$ cat src/rtl/parking_pkg.sv
// Shared definitions for the parking-indicator blink controller.
// Mode and state encodings plus a width helper used by the prescaler and burst counter.
package parking_pkg;

  localparam logic MODE_BURST     = 1'b0;
  localparam logic MODE_SUSTAINED = 1'b1;

  typedef enum logic {
    ST_IDLE  = 1'b0,
    ST_BLINK = 1'b1
  } state_e;

  // Bits needed to count 0..n-1, never less than one.
  function automatic int width_min1(input int n);
    return (n <= 1) ? 1 : $clog2(n);
  endfunction

endpackage

$ cat src/rtl/blink_tick_gen.sv
// Free-running prescaler: counts 0..TICK_DIV-1 and flags the last count as the blink tick.
// One instance is shared by all channels so their blink phases stay aligned.
module blink_tick_gen
  import parking_pkg::*;
#(
  parameter int TICK_DIV = 25_000_000
) (
  input  logic CLK,
  input  logic RST,
  output logic tick
);

  localparam int                TICK_W    = width_min1(TICK_DIV);
  localparam logic [TICK_W-1:0] TICK_LAST = TICK_W'(TICK_DIV - 1);

  logic [TICK_W-1:0] count_q, count_d;

  assign tick = (count_q == TICK_LAST);

  always_comb begin
    count_d = tick ? '0 : count_q + 1'b1;
  end

  always_ff @(posedge CLK) begin
    if (RST) begin
      count_q <= '0;
    end else begin
      count_q <= count_d;
    end
  end

endmodule

$ cat src/rtl/multi_blink_ctrl.sv
// Per-channel lamp blinker: a trigger rising edge starts a fixed BURST or a SUSTAINED blink.
// All channels share one prescaler tick; each channel runs its own IDLE/BLINK FSM.
module multi_blink_ctrl
  import parking_pkg::*;
#(
  parameter int CHANNELS      = 4,
  parameter int BLINK_TOGGLES = 6,
  parameter int TICK_DIV      = 25_000_000
) (
  input  logic                CLK,
  input  logic                RST,
  input  logic [CHANNELS-1:0] trig,
  input  logic [CHANNELS-1:0] mode,
  output logic [CHANNELS-1:0] light,
  output logic [CHANNELS-1:0] busy,
  output logic [CHANNELS-1:0] done
);

  localparam int               CNT_W    = width_min1(BLINK_TOGGLES);
  localparam logic [CNT_W-1:0] CNT_LAST = CNT_W'(BLINK_TOGGLES - 1);

  logic tick;

  blink_tick_gen #(
    .TICK_DIV(TICK_DIV)
  ) u_tick_gen (
    .CLK  (CLK),
    .RST  (RST),
    .tick (tick)
  );

  for (genvar gi = 0; gi < CHANNELS; gi++) begin : gen_ch
    state_e           state_q, state_d;
    logic             light_q, light_d;
    logic [CNT_W-1:0] cnt_q, cnt_d;
    logic             mode_q, mode_d;
    logic             done_q, done_d;
    logic             trig_q;
    logic             armed_q;
    logic             edge_hit;

    // A trigger already high across reset is not a new request; wait until it has been seen low.
    assign edge_hit = trig[gi] & ~trig_q & armed_q;

    always_ff @(posedge CLK) begin
      if (RST) begin
        state_q <= ST_IDLE;
        light_q <= 1'b0;
        cnt_q   <= '0;
        mode_q  <= MODE_BURST;
        done_q  <= 1'b0;
        trig_q  <= 1'b0;
        armed_q <= ~trig[gi];
      end else begin
        state_q <= state_d;
        light_q <= light_d;
        cnt_q   <= cnt_d;
        mode_q  <= mode_d;
        done_q  <= done_d;
        trig_q  <= trig[gi];
        armed_q <= armed_q | ~trig[gi];
      end
    end

    always_comb begin
      state_d = state_q;
      light_d = light_q;
      cnt_d   = cnt_q;
      mode_d  = mode_q;
      done_d  = 1'b0;
      if (edge_hit) begin
        state_d = ST_BLINK;
        light_d = 1'b1;
        cnt_d   = '0;
        mode_d  = mode[gi];
      end else begin
        case (state_q)
          ST_IDLE: begin
            light_d = 1'b0;
          end
          ST_BLINK: begin
            if (tick) begin
              if (mode_q == MODE_BURST) begin
                if (cnt_q == CNT_LAST) begin
                  light_d = 1'b0;
                  cnt_d   = '0;
                  state_d = ST_IDLE;
                  done_d  = 1'b1;
                end else begin
                  light_d = ~light_q;
                  cnt_d   = cnt_q + 1'b1;
                end
              end else if (trig[gi]) begin
                light_d = ~light_q;
                cnt_d   = '0;
              end else begin
                light_d = 1'b0;
                state_d = ST_IDLE;
                done_d  = 1'b1;
              end
            end
          end
          default: begin
            state_d = ST_IDLE;
            light_d = 1'b0;
          end
        endcase
      end
    end

    assign light[gi] = light_q;
    assign busy[gi]  = (state_q == ST_BLINK);
    assign done[gi]  = done_q;
  end

endmodule
$ cat config.mk
export PLATFORM = sky130hd
export DESIGN_NAME = multi_blink_ctrl
export DESIGN_NICKNAME = d
export VERILOG_FILES = /design/src/rtl/parking_pkg.sv /design/src/rtl/blink_tick_gen.sv /design/src/rtl/multi_blink_ctrl.sv
export SDC_FILE = /design/constraint.sdc
export NUM_CORES = 1
export LEC_CHECK = 0
export BUFFER_PORTS_ARGS = -buffer_cell sky130_fd_sc_hd__buf_2
export CAP_MARGIN = 20
export CORE_MARGIN = 10
export CORE_UTILIZATION = 62
export CTS_BUF_LIST = sky130_fd_sc_hd__clkbuf_2 sky130_fd_sc_hd__clkbuf_4 sky130_fd_sc_hd__clkbuf_8
export DETAILED_ROUTE_END_ITERATION = 10
export PLACE_DENSITY_LB_ADDON = 0.12
export SLEW_MARGIN = 20
export SYNTH_ARGS = -nofsm -noshare
export SYNTH_HDL_FRONTEND = slang
export SYNTH_SLANG_ARGS = --single-unit
$ cat constraint.sdc
create_clock -name CLK -period 2.9 [get_ports CLK]
set_input_delay 0.435 -clock CLK [delete_from_list [all_inputs] [get_ports CLK]]
set_output_delay 0.435 -clock CLK [all_outputs]
set_load 0.03 [all_outputs]
==> qor.yml, run 1 <==
run_status:
  run_status: "completed"
detailed_routing:
  first_pass_iters: 4
  wl_um: 5510
  vias_per_cell: 5.74
  drc: 0
  avgRoutedWirePerCell_um: 14.1
  drt-initial-drc-count: 145
  via_count: 2244
  detail-route-antenna-nets: 0
floorplanning:
  num_rows: 24
  start_util: 0.642
  die_area_um2: 7600
  core_um2: 4350
  fp.dieH_um: 87.2
  dieWidth_um: 87.2
  ioPinCount: 22
global_route:
  grt_pass1_vias: 2028
  grt-ovfl-total: 0
  grt_pass1_wl_um: 9250
  antenna_found_initial: 0
  grt_max_degree: 34
  gr-usage-all-layers: 0.149
clocking:
  cts_root_buffer: "clkbuf_8"
  cts_buffers: 9
  cts.sinks: 61
  cts_hold_buf: 0
  cts_max_level: 3
  cts_resized: 0
  path_clk_slew_ns: 0.07
  clkLatencyLatePin_ns: 0.34
  clockBufferDepth: 2
  cts_tree: "yes"
  cts_setup_buffers: 0
sta:
  worst_slew_pin_slew_ns: 0.505
  setup_viol: 0
  max_freq_mhz: 419
  period_share: 0.822
  fin_crit_ns: 2.38
  finalHoldViolations: 0
  max_slew_margin: 0.663
  drv_slew: 0
  rsz0062_at_grt: "false"
  skew_ns: 0.00997
  setup_tns_ns: 0
placement:
  dp_hpwl_um: 3690
  portBuffers: 21
  placed_area_um2: 2850
  gp_congestion: 0.808
synth:
  synth-seq-area-share: 0.437
  syn_inst: 323
  ys_warn_count: 0
  syn_nets: 334
  syn_area_per_cell_um2: 8.66
  ys_ff_latch: 61
  yosysUniqueCellTypes: 42
  synth_area_um2: 2800
job:
  max_cap_violations: 0
power:
  powerDensity_nw_per_um2: 589
  max-vdd-ir-drop_mv: 0.461
  leakagePower_nw: 1.15
final_layout:
  layout_commonest_cell: "dfxtp_1"
  synthToLayoutAreaGrowth_pct: 9.89
  final.fill_count: 371
  mostFrequentLayoutCells: "dfxtp_1 (61), nor2_1 (46), buf_2 (21)"
  final_nets: 345
  drive_gt1_frac: 0.142
  stdcell_area_um2: 3070
  diodes: 0
setup_path:
  critPathLaunchType: "flip-flop"
  worst-path-buf-inv: 0
  endpoint_kind: "flip-flop"
  path_delay_family: "simple AND/OR/NAND/NOR gates"
  worst-setup-path-type: "reg2reg"
  crit_path_top_delay_cell: "or4b_1"
  slowest_delay_ns: 0.56
  cp_cell_sequence: "ha_1 -> nand4_2 -> or2_4 -> or3_1 -> or4b_1 -> a21oi_1"
  path_max_fanout: 17
  critPathRequiredTime_ns: 3.16
  critical_path_arrival_ns: 2.64
min_path:
  hold_path.class: "in2reg"
-- cell type report --
type	instances	area [µm²]	share of cell area
Multi-Input combinational cell	227	1390	0.454
Sequential cell	61	1220	0.397
Clock buffer	10	138	0.0448
Timing Repair Buffer	24	128	0.0415
Clock inverter	6	86.3	0.0281
Tap cell	52	65.1	0.0212
Inverter	11	41.3	0.0134
-- logic make-up (layout without fill, tap and decap cells) --
kind of cell | after synthesis | in the layout | share of synthesized area
adder cells (fa/ha/maj) | 1 | 1 | 0.00447
AND/OR/NAND/NOR | 150 | 150 | 0.299
AO/OA/AOI/OAI | 46 | 46 | 0.0971
XOR/XNOR | 23 | 23 | 0.0720
buffers and inverters | 35 | 51 | 0.0649
multiplexers | 7 | 7 | 0.0255
flip-flops | 61 | 61 | 0.437
-- worst paths after layout --
check	start	to	slack, ns	cells past startpoint
worst max-delay path	u_tick_gen.count_q[0]	gen_ch[0].cnt_q[0]	0.52	6
worst min-delay path	trig[1]	gen_ch[1].armed_q	0.30	2
worst max register to register	u_tick_gen.count_q[0]	gen_ch[0].cnt_q[0]	0.52	6
worst min register to register	gen_ch[1].armed_q	gen_ch[1].armed_q	0.45	2
-- report_power, final --
part	switching [mW]	internal (mW)	total (mW)
clock	0.326	0.505	0.831
combinational	0.0639	0.0348	0.0987
sequential	0.0212	0.859	0.880
-- metrics by stage --
stage / hold WS [ns] / util / setup slack, ns / power [mW] / std cells
after floorplan: 0.428 / - / 0.804 / 0.977 / 323
after global placement: 0.439 / 0.654 / 0.613 / 0.995 / 375
after detailed placement: 0.449 / 0.654 / 0.533 / 0.997 / 375
after CTS: 0.289 / 0.706 / 0.509 / 1.82 / 391
after global routing: 0.300 / 0.706 / 0.339 / 1.87 / 391
final: 0.296 / 0.706 / 0.515 / 1.81 / 391
-- sequential cells by signal, summed over array words and instances, names as in the netlist --
register / count
u_tick_gen.count_q: 25
gen_ch.cnt_q: 12
gen_ch.armed_q: 4
gen_ch.done_q: 4
gen_ch.light_q: 4
gen_ch.mode_q: 4
gen_ch.state_q: 4
gen_ch.trig_q: 4
-- per-layer routing --
layer | share of wire | track usage | up-vias
met2 | 0.46 | 0.229 | 50
met5 | 0 | 0 | -
met4 | 0.017 | 0.0855 | 0
met1 | 0.47 | 0.186 | 1035
met3 | 0.052 | 0.0337 | 13
li1 | - | - | 1146
-- cell usage after synthesis --
cell / instances / area share
or4b_2: 1 / 0.0036
nor4bb_1: 5 / 0.018
and3_1: 4 / 0.0089
nor2b_1: 4 / 0.0089
o41ai_1: 2 / 0.0063
a31oi_1: 4 / 0.0089
nor3b_1: 2 / 0.0054
nand4_2: 1 / 0.0045
or3b_2: 3 / 0.0094
inv_1: 11 / 0.015
and2_0: 1 / 0.0022
mux2_2: 1 / 0.0040
and2_1: 2 / 0.0045
nand3b_1: 3 / 0.0081
dfxtp_1: 61 / 0.44
mux2i_1: 6 / 0.021
nand4_1: 9 / 0.020
o31ai_1: 3 / 0.0081
nor4_1: 2 / 0.0045
and4_1: 1 / 0.0031
or4b_1: 3 / 0.011
xor2_1: 16 / 0.050
or4_1: 4 / 0.011
o221ai_1: 3 / 0.0094
buf_2: 4 / 0.0072
or2_4: 1 / 0.0031
nor2_1: 46 / 0.062
o21ai_0: 16 / 0.029
xnor2_1: 7 / 0.022
nand2_1: 16 / 0.021
o211ai_1: 4 / 0.011
nand4b_1: 5 / 0.016
buf_4: 12 / 0.032
nand3_1: 16 / 0.029
a21oi_1: 14 / 0.025
or3_1: 4 / 0.0089
ha_1: 1 / 0.0045
nand2b_1: 8 / 0.018
clkbuf_1: 8 / 0.011
or2_2: 1 / 0.0022
nor3_1: 6 / 0.011
nor4b_1: 2 / 0.0063
-- worst reg2reg max path, cell delays in order (launching register included) --
cell and delay [ns]:
dfxtp_1 0.37, ha_1 0.23, nand4_2 0.17, or2_4 0.29, or3_1 0.52, or4b_1 0.56
a21oi_1 0.17
(Power assumes the default switching activity.)
==> run 2, diff against run 1 <==
--- a/config.mk
+++ b/config.mk
@@ -8,7 +8,7 @@
 export BUFFER_PORTS_ARGS = -buffer_cell sky130_fd_sc_hd__buf_2
 export CAP_MARGIN = 20
 export CORE_MARGIN = 10
-export CORE_UTILIZATION = 62
+export CORE_UTILIZATION = 56
 export CTS_BUF_LIST = sky130_fd_sc_hd__clkbuf_2 sky130_fd_sc_hd__clkbuf_4 sky130_fd_sc_hd__clkbuf_8
 export DETAILED_ROUTE_END_ITERATION = 10
 export PLACE_DENSITY_LB_ADDON = 0.12
==> constraint.sdc (replaced) <==
create_clock -name CLK -period 2.1 [get_ports CLK]
set_input_delay 0.315 -clock CLK [delete_from_list [all_inputs] [get_ports CLK]]
set_output_delay 0.315 -clock CLK [all_outputs]
set_load 0.03 [all_outputs]
==> qor.yml, run 2 (same netlist as run 1, synthesis figures left out) <==
sta:
  skew_ns: 0.00782  # -0.00215 ns
  worst_slew_pin_slew_ns: 0.375  # -0.130 ns
  drv_slew: 0  # unchanged
  period_share: 0.975  # +0.153
  finalHoldViolations: 0  # unchanged
  setup_ws_ns: 0.0526  # -0.463 ns
  max_slew_margin: 0.749  # +0.0856
  max_freq_mhz: 488  # +16%
  setup_viol: 0  # unchanged
  setup_tns_ns: 0  # unchanged
  fin_crit_ns: 2.05  # -0.337 ns
floorplanning:
  core_um2: 4790  # +9.9%
  dieWidth_um: 90.7  # +4.0%
  start_util: 0.584  # -0.0579
  ioPinCount: 22  # unchanged
  num_rows: 25  # +4.2%
  fp.dieH_um: 90.7  # +4.0%
  die_area_um2: 8220  # +8.2%
detailed_routing:
  detail-route-antenna-nets: 0  # unchanged
  vias_per_cell: 5.38  # -6.2%
  drc: 0  # unchanged
  wl_um: 5890  # +7.0%
  via_count: 2319  # +3.3%
  avgRoutedWirePerCell_um: 13.7  # -3.0%
  first_pass_iters: 4  # unchanged
  drt-initial-drc-count: 147  # +1.4%
final_layout:
  reg.largest.list: "u_tick_gen.count_q: 25 flops, gen_ch.cnt_q: 12 flops"
  drive_gt1_frac: 0.209  # +0.0672
  mostFrequentLayoutCells: "dfxtp_1 (61), nor2_1 (46), buf_4 (26), buf_2 (21)"
  regMostFlops: "u_tick_gen.count_q"
  diodes: 0  # unchanged
  largest_reg_flops: 25  # unchanged
  synthToLayoutAreaGrowth_pct: 17.2
  final_nets: 370  # +7.2%
  layout_commonest_cell: "dfxtp_1"
global_route:
  grt_pass1_wl_um: 10100  # +9.6%
  grt-ovfl-total: 0  # unchanged
  antenna_found_initial: 0  # unchanged
  gr-usage-all-layers: 0.144  # -0.00429
  grt_pass1_vias: 2227  # +9.8%
  grt_max_degree: 33  # -2.9%
clocking:
  cts_root_buffer: "clkbuf_8"
  clockBufferDepth: 2  # unchanged
  path_clk_slew_ns: 0.07  # about the same
  cts_buffers: 9  # unchanged
  cts.sinks: 61  # unchanged
  cts_tree: "yes"
  clkLatencyLatePin_ns: 0.33  # about the same
  cts_max_level: 3  # unchanged
placement:
  gp_congestion: 0.836  # +3.4%
  pre_cts_slack_ns: -0.0241  # -0.557 ns
  portBuffers: 21  # unchanged
  dp_hpwl_um: 4120  # +12%
setup_path:
  path_max_fanout: 7  # -10
  r2r-end: "gen_ch[1].cnt_q[0]"
  critPathRequiredTime_ns: 2.36  # -0.80 ns
  critPathLaunchType: "flip-flop"
  critical_path_arrival_ns: 2.31  # -0.33 ns
  endpoint_kind: "flip-flop"
  rr_worst_depth: 6  # unchanged
  worstReg2RegStart: "u_tick_gen.count_q[0]"
  worst-setup-path-type: "reg2reg"
  r2r_setup_slack_ns: 0.05  # -0.46 ns
power:
  max-vdd-ir-drop_mv: 0.386  # -16%
  leakagePower_nw: 1.28  # +11%
  powerDensity_nw_per_um2: 726  # +23%
run_status:
  run_status: "completed"
min_path:
  worstHoldEndpoint: "gen_ch[0].armed_q"
  hold_path.class: "in2reg"
  holdPathStages: 2  # unchanged
  hold_start: "trig[0]"
job:
  max_cap_violations: 0  # unchanged
## run 2: per-layer routing
layer	share of wire	track usage	vias up
met5	0	0	-
met4	0.0081	0.0584	0
met3	0.043	0.0457	5
met2	0.47	0.230	41
met1	0.47	0.176	1073
li1	-	-	1200
## run 2: what timing repair did
| item | 4_1_cts | 5_1_grt |
|---|---|---|
| pin swaps | 0 | 2 |
| resized for setup | 1 | 2 |
| hold buffers | 0 | 0 |
| endpoints found under the setup margin | 2 | 5 |
| setup buffers | 0 | 2 |
## run 2: worst max path at each step
| stage | end | cells past startpoint | slack (ns) | from |
|---|---|---|---|---|
| finish | gen_ch[1].cnt_q[0] | 6 | 0.05 | u_tick_gen.count_q[0] |
| global route | gen_ch[1].cnt_q[0] | 6 | -0.01 | u_tick_gen.count_q[0] |
| CTS | gen_ch[0].cnt_q[0] | 6 | 0.07 | u_tick_gen.count_q[0] |
| detailed placement | gen_ch[0].cnt_q[0] | 5 | -0.02 | u_tick_gen.count_q[24] |
| global placement | gen_ch[0].cnt_q[0] | 6 | 0.03 | u_tick_gen.count_q[0] |
| floorplan | gen_ch[1].cnt_q[0] | 7 | 0.004 | u_tick_gen.count_q[0] |
## run 2: area by class of cell
| type | instances | area (µm²) |
|---|---|---|
| Sequential cell | 61 | 1220 |
| Clock buffer | 16 | 201 |
| Tap cell | 67 | 83.8 |
| Multi-Input combinational cell | 227 | 1410 |
| Timing Repair Buffer | 49 | 325 |
| Fill cell | 422 | 1510 |
| Inverter | 11 | 41.3 |
## run 2: power by group
part / internal [mW] / switching, mW / total (mW) / leakage [nW]
Combinational: 0.0598 / 0.0923 / 0.152 / 0.671
Clock: 0.599 / 0.413 / 1.01 / 0.107
Sequential: 1.19 / 0.0284 / 1.22 / 0.497
## run 2: metrics by stage
step                std cells  power (mW)  hold slack, ns  utilization  cell area, µm²
floorplan                 323        1.35           0.391            -            2800
global placement          413        1.39           0.443        0.638            3050
detailed placement        413        1.39           0.445        0.638            3050
CTS                       429        2.40           0.177        0.681            3260
global route              431        2.48           0.209        0.685            3280
finish                    431        2.38           0.191        0.685            3280
## run 2: critical path: stages, from the launching register on
cell	delay [ns]
dfxtp_1	0.34
ha_2	0.19
nand4_2	0.12
or2_4	0.25
or3_4	0.41
or4b_1	0.53
a21oi_1	0.15
==> run 3, diff against run 2 <==
--- a/config.mk
+++ b/config.mk
@@ -8,7 +8,7 @@
 export BUFFER_PORTS_ARGS = -buffer_cell sky130_fd_sc_hd__buf_2
 export CAP_MARGIN = 20
 export CORE_MARGIN = 10
-export CORE_UTILIZATION = 56
+export CORE_UTILIZATION = 66
 export CTS_BUF_LIST = sky130_fd_sc_hd__clkbuf_2 sky130_fd_sc_hd__clkbuf_4 sky130_fd_sc_hd__clkbuf_8
 export DETAILED_ROUTE_END_ITERATION = 10
 export PLACE_DENSITY_LB_ADDON = 0.12
==> constraint.sdc (replaced) <==
create_clock -name CLK -period 2.5 [get_ports CLK]
set_input_delay 0.375 -clock CLK [delete_from_list [all_inputs] [get_ports CLK]]
set_output_delay 0.375 -clock CLK [all_outputs]
set_load 0.03 [all_outputs]
==> qor.yml, run 3 (same netlist as run 1, synthesis figures left out) <==
setup_path:
  path_delay_family: "simple AND/OR/NAND/NOR gates"
  critPathRequiredTime_ns: 2.77  # +0.41 ns
  worstReg2RegStart: "u_tick_gen.count_q[0]"
  crit_path_top_delay_cell: "or4b_1"
  rr_worst_depth: 6  # unchanged
  cp_cell_sequence: "ha_1 -> nand4_2 -> or2_4 -> or3_4 -> or4b_1 -> a21oi_1"
  slowest_delay_ns: 0.51  # -0.02 ns
  crit_cells: 6  # unchanged
  endpoint_kind: "flip-flop"
  crit_start: "u_tick_gen.count_q[0]"
  crit_end: "gen_ch[1].cnt_q[0]"
  critPathLaunchType: "flip-flop"
  critical_path_arrival_ns: 2.49  # +0.18 ns
  path_max_fanout: 13  # +6
  r2r_setup_slack_ns: 0.27  # +0.22 ns
  r2r-end: "gen_ch[1].cnt_q[0]"
  worst-setup-path-type: "reg2reg"
  worst-path-buf-inv: 0  # unchanged
final_layout:
  final.fill_count: 304  # -28%
  drive_gt1_frac: 0.145  # -0.0642
  final_nets: 346  # -6.5%
  largest_reg_flops: 25  # unchanged
  synthToLayoutAreaGrowth_pct: 8.86
  layout_commonest_cell: "dfxtp_1"
  reg.largest.list: "u_tick_gen.count_q: 25 flops, gen_ch.cnt_q: 12 flops"
  diodes: 0  # unchanged
  regMostFlops: "u_tick_gen.count_q"
  mostFrequentLayoutCells: "dfxtp_1 (61), nor2_1 (46), buf_2 (21)"
sta:
  period_share: 0.891  # -0.0843
  fin_crit_ns: 2.23  # +0.179 ns
  setup_tns_ns: 0  # unchanged
  max_freq_mhz: 449  # -8.0%
  setup_viol: 0  # unchanged
  worst_slew_pin_slew_ns: 0.515  # +0.139 ns
  skew_ns: 0.00472  # -0.00310 ns
  rsz0062_at_grt: "false"
  finalHoldViolations: 0  # unchanged
  drv_slew: 0  # unchanged
  max_slew_margin: 0.657  # -0.0920
  setup_ws_ns: 0.273  # +0.221 ns
clocking:
  clkLatencyLatePin_ns: 0.34  # about the same
  cts_tree: "yes"
  cts.sinks: 61  # unchanged
  cts_buffers: 9  # unchanged
  cts_root_buffer: "clkbuf_8"
  cts_max_level: 3  # unchanged
  clockBufferDepth: 2  # unchanged
  path_clk_slew_ns: 0.06  # about the same
detailed_routing:
  wl_um: 5550  # -5.9%
  first_pass_iters: 4  # unchanged
  drc: 0  # unchanged
  via_count: 2282  # -1.6%
  vias_per_cell: 5.87  # +9.0%
  detail-route-antenna-nets: 0  # unchanged
  avgRoutedWirePerCell_um: 14.3  # +4.3%
  drt-initial-drc-count: 103  # -30%
power:
  seqPwrFrac: 0.525  # +0.014
  p_sw_frac: 0.232  # +0.00793
  comb_power_share: 0.059  # -0.005
  p_switching_uw: 452  # -15%
  max-vdd-ir-drop_mv: 0.418  # +8.3%
  clock_power_share: 0.417  # -0.008
  leakagePower_nw: 1.15  # -10%
  powerDensity_nw_per_um2: 639  # -12%
  internal_power_mw: 1.49  # -19%
global_route:
  gr-usage-all-layers: 0.158  # +0.0138
  antenna_found_initial: 0  # unchanged
  grt-ovfl-total: 0  # unchanged
  grt_pass1_vias: 2186  # -1.8%
  grt_pass1_wl_um: 9640  # -4.9%
  grt_max_degree: 34  # +3.0%
floorplanning:
  start_util: 0.689  # +0.105
  num_rows: 23  # -8.0%
  dieWidth_um: 85.1  # -6.1%
  ioPinCount: 22  # unchanged
  core_um2: 4060  # -15%
  die_area_um2: 7240  # -12%
  fp.dieH_um: 85.1  # -6.1%
min_path:
  hold_path.class: "in2reg"
run_status:
  run_status: "completed"
placement:
  portBuffers: 21  # unchanged
  dp_hpwl_um: 3670  # -11%
  pre_cts_slack_ns: 0.148  # +0.172 ns
  gp_congestion: 0.810  # -3.2%
job:
  max_cap_violations: 0  # unchanged
==> run 3: what timing repair did <==
action | CTS | global route
hold buffers | 0 | 0
setup buffers | 0 | 0
endpoints found under the setup margin | 0 | 1
resized for setup | 0 | 1
==> run 3: worst min-delay path by stage <==
stage	from	to	slack, ns	depth (start not counted)
final	trig[0]	gen_ch[0].armed_q	0.25	2
after global placement	gen_ch[1].armed_q	gen_ch[1].armed_q	0.44	2
after global routing	trig[1]	gen_ch[1].armed_q	0.24	2
after floorplan	gen_ch[1].armed_q	gen_ch[1].armed_q	0.43	2
after CTS	trig[1]	gen_ch[1].armed_q	0.23	2
after detailed placement	gen_ch[2].armed_q	gen_ch[2].armed_q	0.45	2
==> run 3: cell type report <==
| type | instances | area, µm² | area share |
|---|---|---|---|
| Tap cell | 50 | 62.6 | 0.0206 |
| Clock buffer | 14 | 180 | 0.0592 |
| Timing Repair Buffer | 25 | 135 | 0.0444 |
| Sequential cell | 61 | 1220 | 0.401 |
| Multi-Input combinational cell | 227 | 1400 | 0.460 |
| Clock inverter | 1 | 5.00 | 0.00164 |
| Inverter | 11 | 41.3 | 0.0136 |
==> run 3: power by group through the flow <==
stage	Combinational [mW]	Sequential (mW)	Clock, mW
CTS	0.115	1.02	0.822
global placement	0.112	1.04	0
detailed placement	0.114	1.04	0
global route	0.128	1.03	0.860
finish	0.114	1.02	0.811
floorplan	0.0981	1.04	0
==> run 3: layer usage <==
layer  global-route usage  vias up  routed length (µm)
li1                     -     1154                   -
met1                0.188     1069                2590
met2                0.251       48                2530
met3               0.0440       11                 315
met4               0.0883        0                 107
met5                    0        -                   0
==> run 3: metrics by stage <==
stage	hold slack, ns	utilization	total power [mW]	std cells	instance area [µm²]
3_3_place_gp	0.441	0.703	1.15	374	2850
2_1_floorplan	0.428	-	1.13	323	2800
3_5_place_dp	0.446	0.703	1.16	374	2850
4_1_cts	0.233	0.749	1.96	389	3040
5_1_grt	0.243	0.750	2.01	389	3040
6_report	0.247	0.750	1.95	389	3040
